File: config.mk
export PLATFORM = sky130hd
export DESIGN_NAME = nand_test_sequencer_flat
export DESIGN_NICKNAME = d
export VERILOG_FILES = /design/src/rtl/nand_test_sequencer_if.sv /design/src/rtl/nand_test_sequencer.sv /design/src/flat_wrapper.sv
export SDC_FILE = /design/constraint.sdc
export NUM_CORES = 1
export LEC_CHECK = 0
export CORE_MARGIN = 4
export CORE_UTILIZATION = 30
export DETAILED_ROUTE_END_ITERATION = 6
export PLACE_DENSITY_LB_ADDON = 0.12
export SLEW_MARGIN = 10
export SYNTH_ARGS = -nofsm -noshare
export SYNTH_HDL_FRONTEND = slang
export SYNTH_SLANG_ARGS = --single-unit
File: constraint.sdc
create_clock -name clk -period 3.28 [get_ports clk]
set_input_delay 0.328 -clock clk [delete_from_list [all_inputs] [get_ports clk]]
set_output_delay 0.328 -clock clk [all_outputs]
set_load 0.03 [all_outputs]
File: src/rtl/nand_test_sequencer_if.sv
// Stimulus/check bus between the NAND test sequencer and the cell under test.
interface nand_test_sequencer_if #(
  parameter int unsigned ERR_W = 8
);
  logic             start;
  logic             abort;
  logic             loop;
  logic             y_in;
  logic             a_out;
  logic             b_out;
  logic             busy;
  logic             done;
  logic             pass;
  logic [ERR_W-1:0] err_count;
  logic [3:0]       fail_vec;

  // Sequencer side: receives control and the cell output, drives the cell and status.
  modport slave (
    input  start, abort, loop, y_in,
    output a_out, b_out, busy, done, pass, err_count, fail_vec
  );

  // Controller/cell side: the mirror image of the sequencer view.
  modport master (
    output start, abort, loop, y_in,
    input  a_out, b_out, busy, done, pass, err_count, fail_vec
  );
endinterface

File: src/rtl/nand_test_sequencer.sv
// Walks a 2-input NAND through AB = 00,01,10,11, waits SETTLE_CYCLES per
// vector, samples Y and accumulates mismatches against ~(A & B).
module nand_test_sequencer #(
  parameter int unsigned SETTLE_CYCLES = 2,
  parameter int unsigned ERR_W         = 8
) (
  input  logic                  clk,
  input  logic                  rst_n,
  nand_test_sequencer_if.slave  bus
);

  localparam int unsigned        CNT_W    = $clog2(SETTLE_CYCLES + 1);
  localparam logic [CNT_W-1:0]   CNT_LOAD = CNT_W'(SETTLE_CYCLES);
  localparam logic [ERR_W-1:0]   ERR_MAX  = '1;

  typedef enum logic {IDLE, RUN} state_e;

  state_e           state_q;
  logic [1:0]       v_q;
  logic [CNT_W-1:0] cnt_q;
  logic             a_q;
  logic             b_q;
  logic             busy_q;
  logic             done_q;
  logic             pass_q;
  logic [ERR_W-1:0] err_q;
  logic [3:0]       fail_q;

  logic             mism_c;
  logic [ERR_W-1:0] err_d;
  logic [3:0]       fail_d;
  logic [1:0]       v_nxt_c;

  // Result of the current sample: saturating error count and sticky fail flag.
  always_comb begin
    mism_c  = (bus.y_in != ~(a_q & b_q));
    err_d   = err_q;
    fail_d  = fail_q;
    v_nxt_c = v_q + 2'd1;
    if (mism_c) begin
      fail_d[v_q] = 1'b1;
      if (err_q != ERR_MAX) err_d = err_q + ERR_W'(1);
    end
  end

  // Sequencer FSM with registered stimulus and status outputs.
  always_ff @(posedge clk or negedge rst_n) begin
    if (!rst_n) begin
      state_q <= IDLE;
      v_q     <= 2'd0;
      cnt_q   <= '0;
      a_q     <= 1'b0;
      b_q     <= 1'b0;
      busy_q  <= 1'b0;
      done_q  <= 1'b0;
      pass_q  <= 1'b0;
      err_q   <= '0;
      fail_q  <= 4'd0;
    end else begin
      done_q <= 1'b0;
      case (state_q)
        IDLE: begin
          if (bus.start) begin
            state_q <= RUN;
            v_q     <= 2'd0;
            a_q     <= 1'b0;
            b_q     <= 1'b0;
            cnt_q   <= CNT_LOAD;
            err_q   <= '0;
            fail_q  <= 4'd0;
            pass_q  <= 1'b0;
            busy_q  <= 1'b1;
          end
        end
        RUN: begin
          if (bus.abort) begin
            // Abort wins over a coincident sample; results are left as-is.
            state_q <= IDLE;
            a_q     <= 1'b0;
            b_q     <= 1'b0;
            busy_q  <= 1'b0;
          end else if (cnt_q != '0) begin
            cnt_q <= cnt_q - CNT_W'(1);
          end else begin
            err_q  <= err_d;
            fail_q <= fail_d;
            if (v_q != 2'd3) begin
              v_q   <= v_nxt_c;
              a_q   <= v_nxt_c[1];
              b_q   <= v_nxt_c[0];
              cnt_q <= CNT_LOAD;
            end else begin
              done_q <= 1'b1;
              pass_q <= (err_d == '0);
              if (bus.loop) begin
                v_q   <= 2'd0;
                a_q   <= 1'b0;
                b_q   <= 1'b0;
                cnt_q <= CNT_LOAD;
              end else begin
                // Stimulus stays at 11 after a normal end of pass.
                state_q <= IDLE;
                busy_q  <= 1'b0;
              end
            end
          end
        end
        default: state_q <= IDLE;
      endcase
    end
  end

  assign bus.a_out     = a_q;
  assign bus.b_out     = b_q;
  assign bus.busy      = busy_q;
  assign bus.done      = done_q;
  assign bus.pass      = pass_q;
  assign bus.err_count = err_q;
  assign bus.fail_vec  = fail_q;

endmodule

File: src/flat_wrapper.sv
// flat-port wrapper written by rule: the top's interface ports become plain ports
module nand_test_sequencer_flat 
#(
  parameter int unsigned SETTLE_CYCLES = 2,
  parameter int unsigned ERR_W         = 8
)
  (clk, rst_n, bus_start, bus_abort, bus_loop, bus_y_in, bus_a_out, bus_b_out, bus_busy, bus_done, bus_pass, bus_err_count, bus_fail_vec);
  nand_test_sequencer_if #(.ERR_W(ERR_W)) bus_i ();
  input  logic clk;
  input  logic rst_n;
  input wire logic [$bits(bus_i.start)-1:0] bus_start;
  input wire logic [$bits(bus_i.abort)-1:0] bus_abort;
  input wire logic [$bits(bus_i.loop)-1:0] bus_loop;
  input wire logic [$bits(bus_i.y_in)-1:0] bus_y_in;
  output wire logic [$bits(bus_i.a_out)-1:0] bus_a_out;
  output wire logic [$bits(bus_i.b_out)-1:0] bus_b_out;
  output wire logic [$bits(bus_i.busy)-1:0] bus_busy;
  output wire logic [$bits(bus_i.done)-1:0] bus_done;
  output wire logic [$bits(bus_i.pass)-1:0] bus_pass;
  output wire logic [$bits(bus_i.err_count)-1:0] bus_err_count;
  output wire logic [$bits(bus_i.fail_vec)-1:0] bus_fail_vec;
  assign bus_i.start = bus_start;
  assign bus_i.abort = bus_abort;
  assign bus_i.loop = bus_loop;
  assign bus_i.y_in = bus_y_in;
  assign bus_a_out = bus_i.a_out;
  assign bus_b_out = bus_i.b_out;
  assign bus_busy = bus_i.busy;
  assign bus_done = bus_i.done;
  assign bus_pass = bus_i.pass;
  assign bus_err_count = bus_i.err_count;
  assign bus_fail_vec = bus_i.fail_vec;
  nand_test_sequencer #(.SETTLE_CYCLES(SETTLE_CYCLES), .ERR_W(ERR_W)) u_core (.clk(clk), .rst_n(rst_n), .bus(bus_i));
endmodule
==> run_results.csv, run 1 <==
group,metric,value,unit
placed_design,place_hpwl,2220,um
power,clockPowerShare,30.2,%
worst_hold_path,hp-start,"u_core.cnt_q[0]$_DFFE_PN0P_",
floorplan,core_area,0.00412,sq mm
logic_synthesis,ys_warn_count,0,
clock_network,cts_buffer_depth,2,
setup_path,endpoint,"u_core.bus.pass$_DFFE_PN0P_",
global_routing,grt_pass1_wl,5210,um
logic_synthesis,syn-instance-count,141,
worst_hold_path,hp-class,"reg -> reg",
logic_synthesis,synthArstFlopShare,100,%
power,leakage,0.720,nW
setup_path,reg2reg_to,"u_core.bus.pass$_DFFE_PN0P_",
floorplan,rows,23,
sta,fin_ws,1210,ps
global_routing,antenna_found_initial,0,
sta,setup-violations-final,0,
sta,tightestPinTransition,1020,ps
sta,finalMaxSlewViolations,0,
power,pwr-share-comb,27.9,%
floorplan,die_y,74.2,um
setup_path,path_max_fanout,7,
global_routing,grt_max_degree,23,
floorplan,dieArea,0.00551,sq mm
cells_and_area,drive_above_1_share,7.45,%
setup_path,cp-startpoint,"u_core.bus.err_count[0]$_DFFE_PN0P_",
sta,maxSlewHeadroom,31.5,%
sta,finalHoldViolations,0,
global_routing,overflow,0,
detailed_routing,drt_pass1_iterations,4,
global_routing,first_global_vias,1065,
logic_synthesis,synth_seq_cells,22,
logic_synthesis,synth_cell_type_count,38,
setup_path,critPathRequiredTime,3460,ps
power,internal_power,0.571,mW
clock_network,cts_tree,"done",
sta,fin_worst_skew,6.61,ps
global_routing,gr-usage-met3,2.03,%
detailed_routing,ant_nets,0,
setup_path,end_kind,"flop",
setup_path,start_kind,"flop",
global_routing,use_met2,19.9,%
detailed_routing,vias,1079,
sta,rsz0062_at_grt,"no",
detailed_routing,drt_drc_violations_left,0,
logic_synthesis,synth_area,0.00132,sq mm
sta,layout_min_cycle_time,2070,ps
clock_network,cts_resized,0,
floorplan,start_util,32.0,%
power,switching_power,0.271,mW
run,maxCapViolCount,0,
setup_path,r2r_setup_slack,1210,ps
placed_design,gp_congestion,0.819,
global_routing,grt.busiest_layer,"met2",
cells_and_area,areaGrowthSynthToFinish,24.7,%
sta,fmax,0.484,GHz
detailed_routing,vias_per_cell,5.11,
cells_and_area,num_antenna_cells,0,
cells_and_area,num-nets-final,175,
detailed_routing,drtIter0Drc,49,
setup_path,crit_arrival,2240,ps
clock_network,clk_pin_slew,80,ps
logic_synthesis,ys.flop_type,"dfrtp_1",
power,ir_worst_vdd,0.000221,V
detailed_routing,wl,3040,um
clock_network,cts_made_buffers,3,
logic_synthesis,avgSynthCellArea,9.33,sq um
logic_synthesis,synth_edf_count,0,
floorplan,die_w,74.2,um
sta,fin_crit_sh,63.0,%
power,power_density,513,mW/mm^2
placed_design,preCtsSetupSlack,1070,ps
setup_path,r2r_start,"u_core.bus.err_count[0]$_DFFE_PN0P_",
logic_synthesis,synth_fp_nets,154,
clock_network,h-tree-depth,1,
logic_synthesis,ys_seq_area_share,41.9,%
detailed_routing,wl_per_cell,14.4,um
floorplan,ios,23,
placed_design,port_buffers,22,
clock_network,clock_latency,260,ps
clock_network,cts_hold_buf,0,
clock_network,root_buffer,"clkbuf_8",
outcome,status,"complete, no violations",
setup_path,rr_worst_depth,5,
power,seqPwrFrac,41.9,%
cells_and_area,fillers,404,
sta,final.setup.tns,0,ps
global_routing,grtUsageTotal,12.2,%
global_routing,use_met1,16.2,%
clock_network,clock-sinks,22,
clock_network,cts_setup_buffers,0,
power,swShare,32.1,%
setup_path,worstSetupPathType,"reg -> reg",
## worst min-delay path by stage
stage	end	slack, ps	depth (start not counted)
floorplan	u_core.bus.a_out$_DFFE_PN0P_	30	0
finish	u_core.cnt_q[0]$_DFFE_PN0P_	500	2
CTS	u_core.cnt_q[0]$_DFFE_PN0P_	500	2
global route	u_core.cnt_q[0]$_DFFE_PN0P_	530	2
global placement	u_core.cnt_q[0]$_DFFE_PN0P_	470	2
detailed placement	u_core.cnt_q[0]$_DFFE_PN0P_	490	2
## Yosys cell counts, drive strengths merged (2+ instances only)
library cell / n / area share (%)
nand3b: 2 / 1.1
xnor2: 2 / 1.3
nor4: 2 / 0.95
and3b: 3 / 2.0
nand2b: 3 / 1.4
nor2b: 2 / 0.95
dfrtp: 22 / 42
o21bai: 2 / 1.1
inv: 8 / 2.3
ha: 7 / 6.7
nand3: 10 / 4.2
a31oi: 2 / 0.95
clkbuf: 4 / 1.1
nor3: 3 / 1.1
mux2i: 5 / 3.8
o21ai: 10 / 3.8
nor2: 14 / 4.0
buf: 3 / 1.6
a32o: 2 / 1.5
nand4: 3 / 1.4
mux2: 2 / 2.0
and3: 2 / 0.95
nand2: 11 / 3.1
a21oi: 6 / 2.3
## logic make-up (layout without fill, tap and decap cells)
logic type,count (synthesis),count (layout),synth area share [%]
adders and majority gates,7,7,6.66
muxes,7,7,5.80
and+or+nand+nor,61,61,26.0
DFF,22,22,41.9
xor gates and xnor gates,2,2,1.33
buffers and inverters,15,35,5.04
AOI/OAI and AO/OA,27,27,13.3
## registers in the layout (all words and copies together), names as in the netlist
register / count
u_core.state_q: 1
u_core.cnt_q: 2
u_core.bus.done: 1
u_core.bus.fail_vec: 4
u_core.bus.pass: 1
u_core.bus.err_count: 8
u_core.v_q: 2
u_core.bus.b_out: 1
u_core.bus.a_out: 1
u_core.bus.busy: 1
## through the flow
stage | total power, mW | utilization [%] | area, sq um | cells | hold slack, ps
2_1_floorplan | 0.508 | - | 1320 | 141 | 32.4
3_3_place_gp | 0.594 | 38.1 | 1570 | 207 | 466
3_5_place_dp | 0.598 | 38.1 | 1570 | 207 | 486
4_1_cts | 0.857 | 39.9 | 1640 | 211 | 505
5_1_grt | 0.904 | 39.9 | 1640 | 211 | 526
6_report | 0.842 | 39.9 | 1640 | 211 | 503
## layout by cell type, fill, tap and decap left out, drive strengths merged, types with 3 or more instances in the layout
master and n:
clkbuf 3, nand2 11, o21ai 10, mux2i 5
nand4 3, and3b 3, nand2b 3, nor3 3
clkdlybuf4s50 22, nor2 14, a21oi 6, dfrtp 22
inv 8, nand3 10, ha 7
## layout make-up
type / instances / area [sq um] / area share, %
tap: 50 / 62.6 / 3.81
clock inverter: 1 / 30.0 / 1.83
sequential: 22 / 551 / 33.6
clock buffer: 3 / 41.3 / 2.52
inverter: 8 / 30.0 / 1.83
timing repair buffer: 23 / 228 / 13.9
multi-input combinational: 104 / 698 / 42.6
## layer usage
| metal | up-vias | part of all wire [%] |
|---|---|---|
| li1 | 535 | - |
| met1 | 509 | 48 |
| met2 | 33 | 47 |
| met3 | 2 | 4.6 |
| met4 | 0 | 0.63 |
| met5 | - | 0 |
## critical path: stages (launching register included)
cell	delay [ps]
dfrtp_1	450
ha_1	330
and4_1	210
a211oi_1	540
a31oi_1	200
o31ai_2	250
## power groups by stage
stage / clock [mW] / combinational (mW) / sequential [mW]
2_1_floorplan: 0 / 0.125 / 0.383
3_3_place_gp: 0 / 0.237 / 0.357
3_5_place_dp: 0 / 0.239 / 0.359
4_1_cts: 0.263 / 0.240 / 0.354
5_1_grt: 0.279 / 0.264 / 0.361
6_report: 0.254 / 0.235 / 0.353
Power figures use the tool's default switching activity.
==> run 2: changes to the inputs <==
==> constraint.sdc (replaced) <==
create_clock -name clk -period 1.83 [get_ports clk]
set_input_delay 0.183 -clock clk [delete_from_list [all_inputs] [get_ports clk]]
set_output_delay 0.183 -clock clk [all_outputs]
set_load 0.03 [all_outputs]
==> run_results.csv, run 2 (synthesis gave the netlist of run 1 again) <==
group,metric,value,unit
outcome,status,"complete, no violations",
placed_design,dpl_cell_area,0.00171,sq mm
detailed_routing,drtIter0Drc,74,
setup_path,end_kind,"flop",
setup_path,start_kind,"flop",
power,internal_power,1.06,mW
setup_path,path_cells,"and3b_1 -> nor4b_4 -> nand3_2 -> mux2_4 -> o31ai_2",
floorplan,core_area,0.00412,sq mm
detailed_routing,wl_met3,112,um
global_routing,grt_max_degree,23,
clock_network,clock-sinks,22,
clock_network,cts_buffer_depth,2,
sta,final.setup.tns,0,ps
sta,layout_min_cycle_time,1720,ps
clock_network,cts_tree,"done",
floorplan,ios,23,
floorplan,die_w,74.2,um
cells_and_area,largest_register_ffs,8,
power,power,1.56,mW
power,ir_worst_vdd,0.000417,V
sta,finalMaxSlewViolations,0,
cells_and_area,final_area,0.00179,sq mm
global_routing,overflow,0,
clock_network,clk_pin_slew,90,ps
sta,hold_slack,263,ps
setup_path,cpMaxStageDelayCell,"dfrtp_2",
clock_network,h-tree-depth,1,
floorplan,start_util,32.0,%
setup_path,path_max_fanout,5,
placed_design,port_buffers,22,
power,clockPowerShare,29.5,%
cells_and_area,num_antenna_cells,0,
global_routing,antenna_found_initial,0,
placed_design,dp_cells,225,
clock_network,cts_made_buffers,3,
setup_path,r2r_setup_slack,110,ps
detailed_routing,drt_pass1_iterations,4,
detailed_routing,wl_per_cell,13.6,um
power,switching_power,0.498,mW
cells_and_area,areaGrowthSynthToFinish,36.3,%
sta,finalHoldViolations,0,
detailed_routing,dr_wl_met2,1480,um
sta,fin_crit_sh,94.1,%
power,power_density,869,mW/mm^2
global_routing,grt_pass1_wl,5520,um
sta,rsz0062_at_grt,"no",
global_routing,first_global_vias,1188,
floorplan,dieArea,0.00551,sq mm
detailed_routing,top_layer,"met4",
cells_and_area,drive_above_1_share,19.6,%
sta,fin_worst_skew,9.32,ps
setup_path,r2r_start,"u_core.bus.b_out$_DFFE_PN0P_",
floorplan,die_y,74.2,um
run,maxCapViolCount,0,
setup_path,rr_worst_depth,5,
power,seqPwrFrac,39.8,%
sta,setup-violations-final,0,
clock_network,root_buffer,"clkbuf_8",
placed_design,place_hpwl,2420,um
detailed_routing,wl,3120,um
floorplan,rows,23,
power,leakage,0.808,nW
detailed_routing,vias,1143,
setup_path,worstSetupPathType,"reg -> reg",
global_routing,grtUsageTotal,12.8,%
sta,fmax,0.581,GHz
setup_path,crit_path_max_incr_delay,440,ps
sta,maxSlewHeadroom,76.7,%
power,pwr-share-comb,30.7,%
cells_and_area,final_cell_count_no_fill,229,
detailed_routing,vias_per_cell,4.99,
clock_network,clock_latency,270,ps
cells_and_area,final_cell_mix,"22 x clkdlybuf4s50_1, 19 x buf_4, 19 x dfrtp_1",
setup_path,reg2reg_to,"u_core.bus.pass$_DFFE_PN0P_",
cells_and_area,final_common_cell,"clkdlybuf4s50_1",
cells_and_area,num-nets-final,193,
placed_design,gp_congestion,0.835,
worst_hold_path,hp-class,"in -> async",
sta,tightestPinTransition,346,ps
detailed_routing,ant_nets,0,
detailed_routing,wl_met1,1500,um
setup_path,critPathRequiredTime,2000,ps
detailed_routing,drt_drc_violations_left,0,
setup_path,crit_arrival,1900,ps
power,swShare,32.0,%
## run 2: cell types whose count changed in the layout (fill, tap and decap cells not counted), sizes merged
cell	change
buf	+18
## run 2: worst max path at each step
| stage | slack (ps) | from | depth (start not counted) | end |
|---|---|---|---|---|
| final | 110 | u_core.bus.b_out$_DFFE_PN0P_ | 5 | u_core.bus.pass$_DFFE_PN0P_ |
| after global routing | 2 | u_core.cnt_q[0]$_DFFE_PN0P_ | 8 | u_core.bus.err_count[6]$_DFFE_PN0P_ |
| after CTS | 90 | u_core.cnt_q[0]$_DFFE_PN0P_ | 7 | u_core.bus.pass$_DFFE_PN0P_ |
| after detailed placement | -100 | bus_y_in | 6 | u_core.bus.pass$_DFFE_PN0P_ |
| after global placement | -40 | bus_y_in | 6 | u_core.bus.pass$_DFFE_PN0P_ |
| after floorplan | 0.4 | u_core.bus.b_out$_DFFE_PN0P_ | 6 | u_core.bus.pass$_DFFE_PN0P_ |
## run 2: stage by stage
step | setup slack [ps] | util [%]
floorplan | 0.438 | -
global placement | -36.0 | 41.6
detailed placement | -103 | 41.6
CTS | 88.5 | 43.4
global route | 1.64 | 43.6
finish | 108 | 43.6
## run 2: timing repair
action	CTS	global route
hold buffers	0	0
resized for setup	0	2
buffers inserted	0	0
setup endpoints to repair	0	2
hold endpoints to repair	0	0
## run 2: worst max-delay path, delay by kind of cell, from the launching register on
family,cells,cell delay [ps]
compound gates,1,210
simple gates,3,650
mux,1,320
flops,1,440
## run 2: cell type report
type	instances	area, sq um
Inverter	8	30.0
Clock buffer	3	41.3
Multi-Input combinational cell	104	712
Sequential cell	22	554
Timing Repair Buffer	41	363
Tap cell	50	62.6
Fill cell	418	2320
Clock inverter	1	30.0
## run 2: per-layer routing
| metal | vias to the layer above | track usage (%) |
|---|---|---|
| met2 | 25 | 21.2 |
| met3 | 6 | 2.43 |
| met4 | 0 | 3.22 |
| li1 | 573 | - |
| met1 | 539 | 17.1 |
| met5 | - | 0 |
## run 2: power by group through the flow
stage               clock (mW)  sequential (mW)  combinational (mW)
floorplan                    0            0.690               0.225
global placement             0            0.628               0.475
detailed placement           0            0.628               0.484
CTS                      0.475            0.620               0.486
global route             0.503            0.634               0.549
finish                   0.460            0.619               0.479
==> run 3: changes to the inputs <==
--- a/config.mk
+++ b/config.mk
@@ -5,6 +5,7 @@
 export SDC_FILE = /design/constraint.sdc
 export NUM_CORES = 1
 export LEC_CHECK = 0
+export CORE_ASPECT_RATIO = 0.7
 export CORE_MARGIN = 4
 export CORE_UTILIZATION = 30
 export DETAILED_ROUTE_END_ITERATION = 6
==> run_results.csv, run 3 (synthesis gave the netlist of run 1 again) <==
group,metric,value,unit
cells_and_area,drive_above_1_share,20.8,%
placed_design,port_buffers,22,
setup_path,rr_worst_depth,7,
clock_network,root_buffer,"clkbuf_8",
setup_path,crit_arrival,1580,ps
run,maxCapViolCount,0,
sta,hold_slack,268,ps
floorplan,start_util,32.3,%
power,clockPowerShare,24.2,%
floorplan,ios,23,
floorplan,die_y,63.4,um
cells_and_area,final_cell_mix,"22 x clkdlybuf4s50_1, 19 x dfrtp_1, 18 x buf_4",
clock_network,h-tree-depth,1,
clock_network,cts_made_buffers,3,
sta,maxSlewHeadroom,70.4,%
power,seqPwrFrac,42.2,%
detailed_routing,drt_drc_violations_left,0,
sta,rsz0062_at_grt,"no",
sta,finalHoldViolations,0,
floorplan,rows,19,
floorplan,die_w,87.1,um
setup_path,critPathRequiredTime,1650,ps
setup_path,worstSetupPathType,"reg -> out",
sta,tightestPinTransition,443,ps
placed_design,place_hpwl,2540,um
setup_path,path_max_fanout,7,
global_routing,grtUsageTotal,13.9,%
worst_hold_path,hp-class,"in -> async",
global_routing,overflow,0,
cells_and_area,num-nets-final,192,
setup_path,start_kind,"flop",
clock_network,clock-sinks,22,
clock_network,clk_pin_slew,80,ps
setup_path,r2r_start,"u_core.bus.err_count[1]$_DFFE_PN0P_",
detailed_routing,drtIter0Drc,42,
clock_network,cts_setup_buffers,0,
power,power_density,830,mW/mm^2
sta,layout_min_cycle_time,1760,ps
clock_network,clock_latency,270,ps
cells_and_area,final_common_cell,"clkdlybuf4s50_1",
sta,fin_ws,68.5,ps
floorplan,core_area,0.00407,sq mm
setup_path,end_kind,"primary output",
cells_and_area,fillers,403,
power,ir_worst_vdd,0.000443,V
global_routing,antenna_found_initial,0,
detailed_routing,wl,3480,um
detailed_routing,ant_nets,0,
sta,finalMaxSlewViolations,0,
detailed_routing,vias,1152,
global_routing,grt_pass1_wl,6000,um
sta,fin_crit_sh,96.3,%
placed_design,gp_congestion,0.879,
setup_path,reg2reg_to,"u_core.bus.err_count[6]$_DFFE_PN0P_",
outcome,status,"complete, no violations",
power,leakage,0.796,nW
setup_path,r2r_setup_slack,120,ps
floorplan,dieArea,0.00552,sq mm
setup_path,cp-startpoint,"u_core.bus.err_count[6]$_DFFE_PN0P_",
global_routing,grt_max_degree,23,
power,switching_power,0.521,mW
power,internal_power,0.970,mW
cells_and_area,largest_register_ffs,8,
cells_and_area,num_antenna_cells,0,
detailed_routing,drt_pass1_iterations,4,
sta,final.setup.tns,0,ps
cells_and_area,areaGrowthSynthToFinish,36.6,%
global_routing,first_global_vias,1251,
power,pwr-share-comb,33.6,%
clock_network,cts_tree,"done",
sta,setup-violations-final,0,
detailed_routing,vias_per_cell,5.01,
detailed_routing,wl_per_cell,15.1,um
power,swShare,34.9,%
sta,fmax,0.568,GHz
clock_network,cts_buffer_depth,2,
placed_design,preCtsSetupSlack,-61.4,ps
sta,fin_worst_skew,2.79,ps
cells_and_area,final_util,44.2,%
[run 3: changes by cell type in the layout (fill, tap and decap cells not counted)]
cell	previous run	this run
bufinv_16	1	0
clkbuf_8	3	4
nor4_1	2	1
ha_1	7	5
nor3_2	0	1
ha_4	0	1
nor3_1	3	2
and3b_1	2	3
ha_2	0	1
nor4_2	0	1
buf_4	19	18
and3b_2	1	0
[run 3: metrics by stage]
step	total power [mW]	cell area (sq um)	cells
final	1.49	1800	230
after global routing	1.61	1800	230
after CTS	1.49	1760	230
after detailed placement	1.12	1710	226
after global placement	1.11	1710	226
after floorplan	0.914	1320	141
[run 3: cell type report]
class / instances / area [sq um] / area share, %
sequential: 22 / 554 / 30.8
inverter: 8 / 30.0 / 1.67
clock buffer: 4 / 55.1 / 3.06
multi-input combinational: 104 / 737 / 41.0
tap: 52 / 65.1 / 3.62
timing repair buffer: 40 / 355 / 19.8
[run 3: worst max path at each step]
stage                                  endpoint  slack (ps)  depth (start not counted)
floorplan           u_core.bus.pass$_DFFE_PN0P_         0.4                          6
global placement    u_core.bus.pass$_DFFE_PN0P_         -40                          7
detailed placement  u_core.bus.pass$_DFFE_PN0P_         -60                          6
CTS                 u_core.bus.pass$_DFFE_PN0P_           3                          5
global route                   bus_err_count[6]        0.07                          2
finish                         bus_err_count[6]          70                          2
[run 3: routing by layer]
| layer | routed length, um | track usage (%) | vias to the layer above |
|---|---|---|---|
| met5 | 0 | 0 | - |
| li1 | - | - | 571 |
| met4 | 18 | 3.64 | 0 |
| met2 | 1430 | 19.1 | 36 |
| met1 | 1830 | 20.8 | 543 |
| met3 | 194 | 4.30 | 2 |
[run 3: power groups by stage]
stage / clock, mW / sequential (mW) / combinational, mW
floorplan: 0 / 0.690 / 0.225
global placement: 0 / 0.632 / 0.477
detailed placement: 0 / 0.637 / 0.481
CTS: 0.379 / 0.626 / 0.488
global route: 0.403 / 0.642 / 0.566
finish: 0.362 / 0.629 / 0.501
[run 3: worst max-delay path: stages (launching register included)]
cell,delay (ps)
dfrtp_1,470
buf_4,180
clkdlybuf4s50_1,670
[run 3: timing repair]
action / 4_1_cts / 5_1_grt
hold buffers: 0 / 0
setup endpoints to repair: 0 / 4
gates resized for setup: 0 / 6
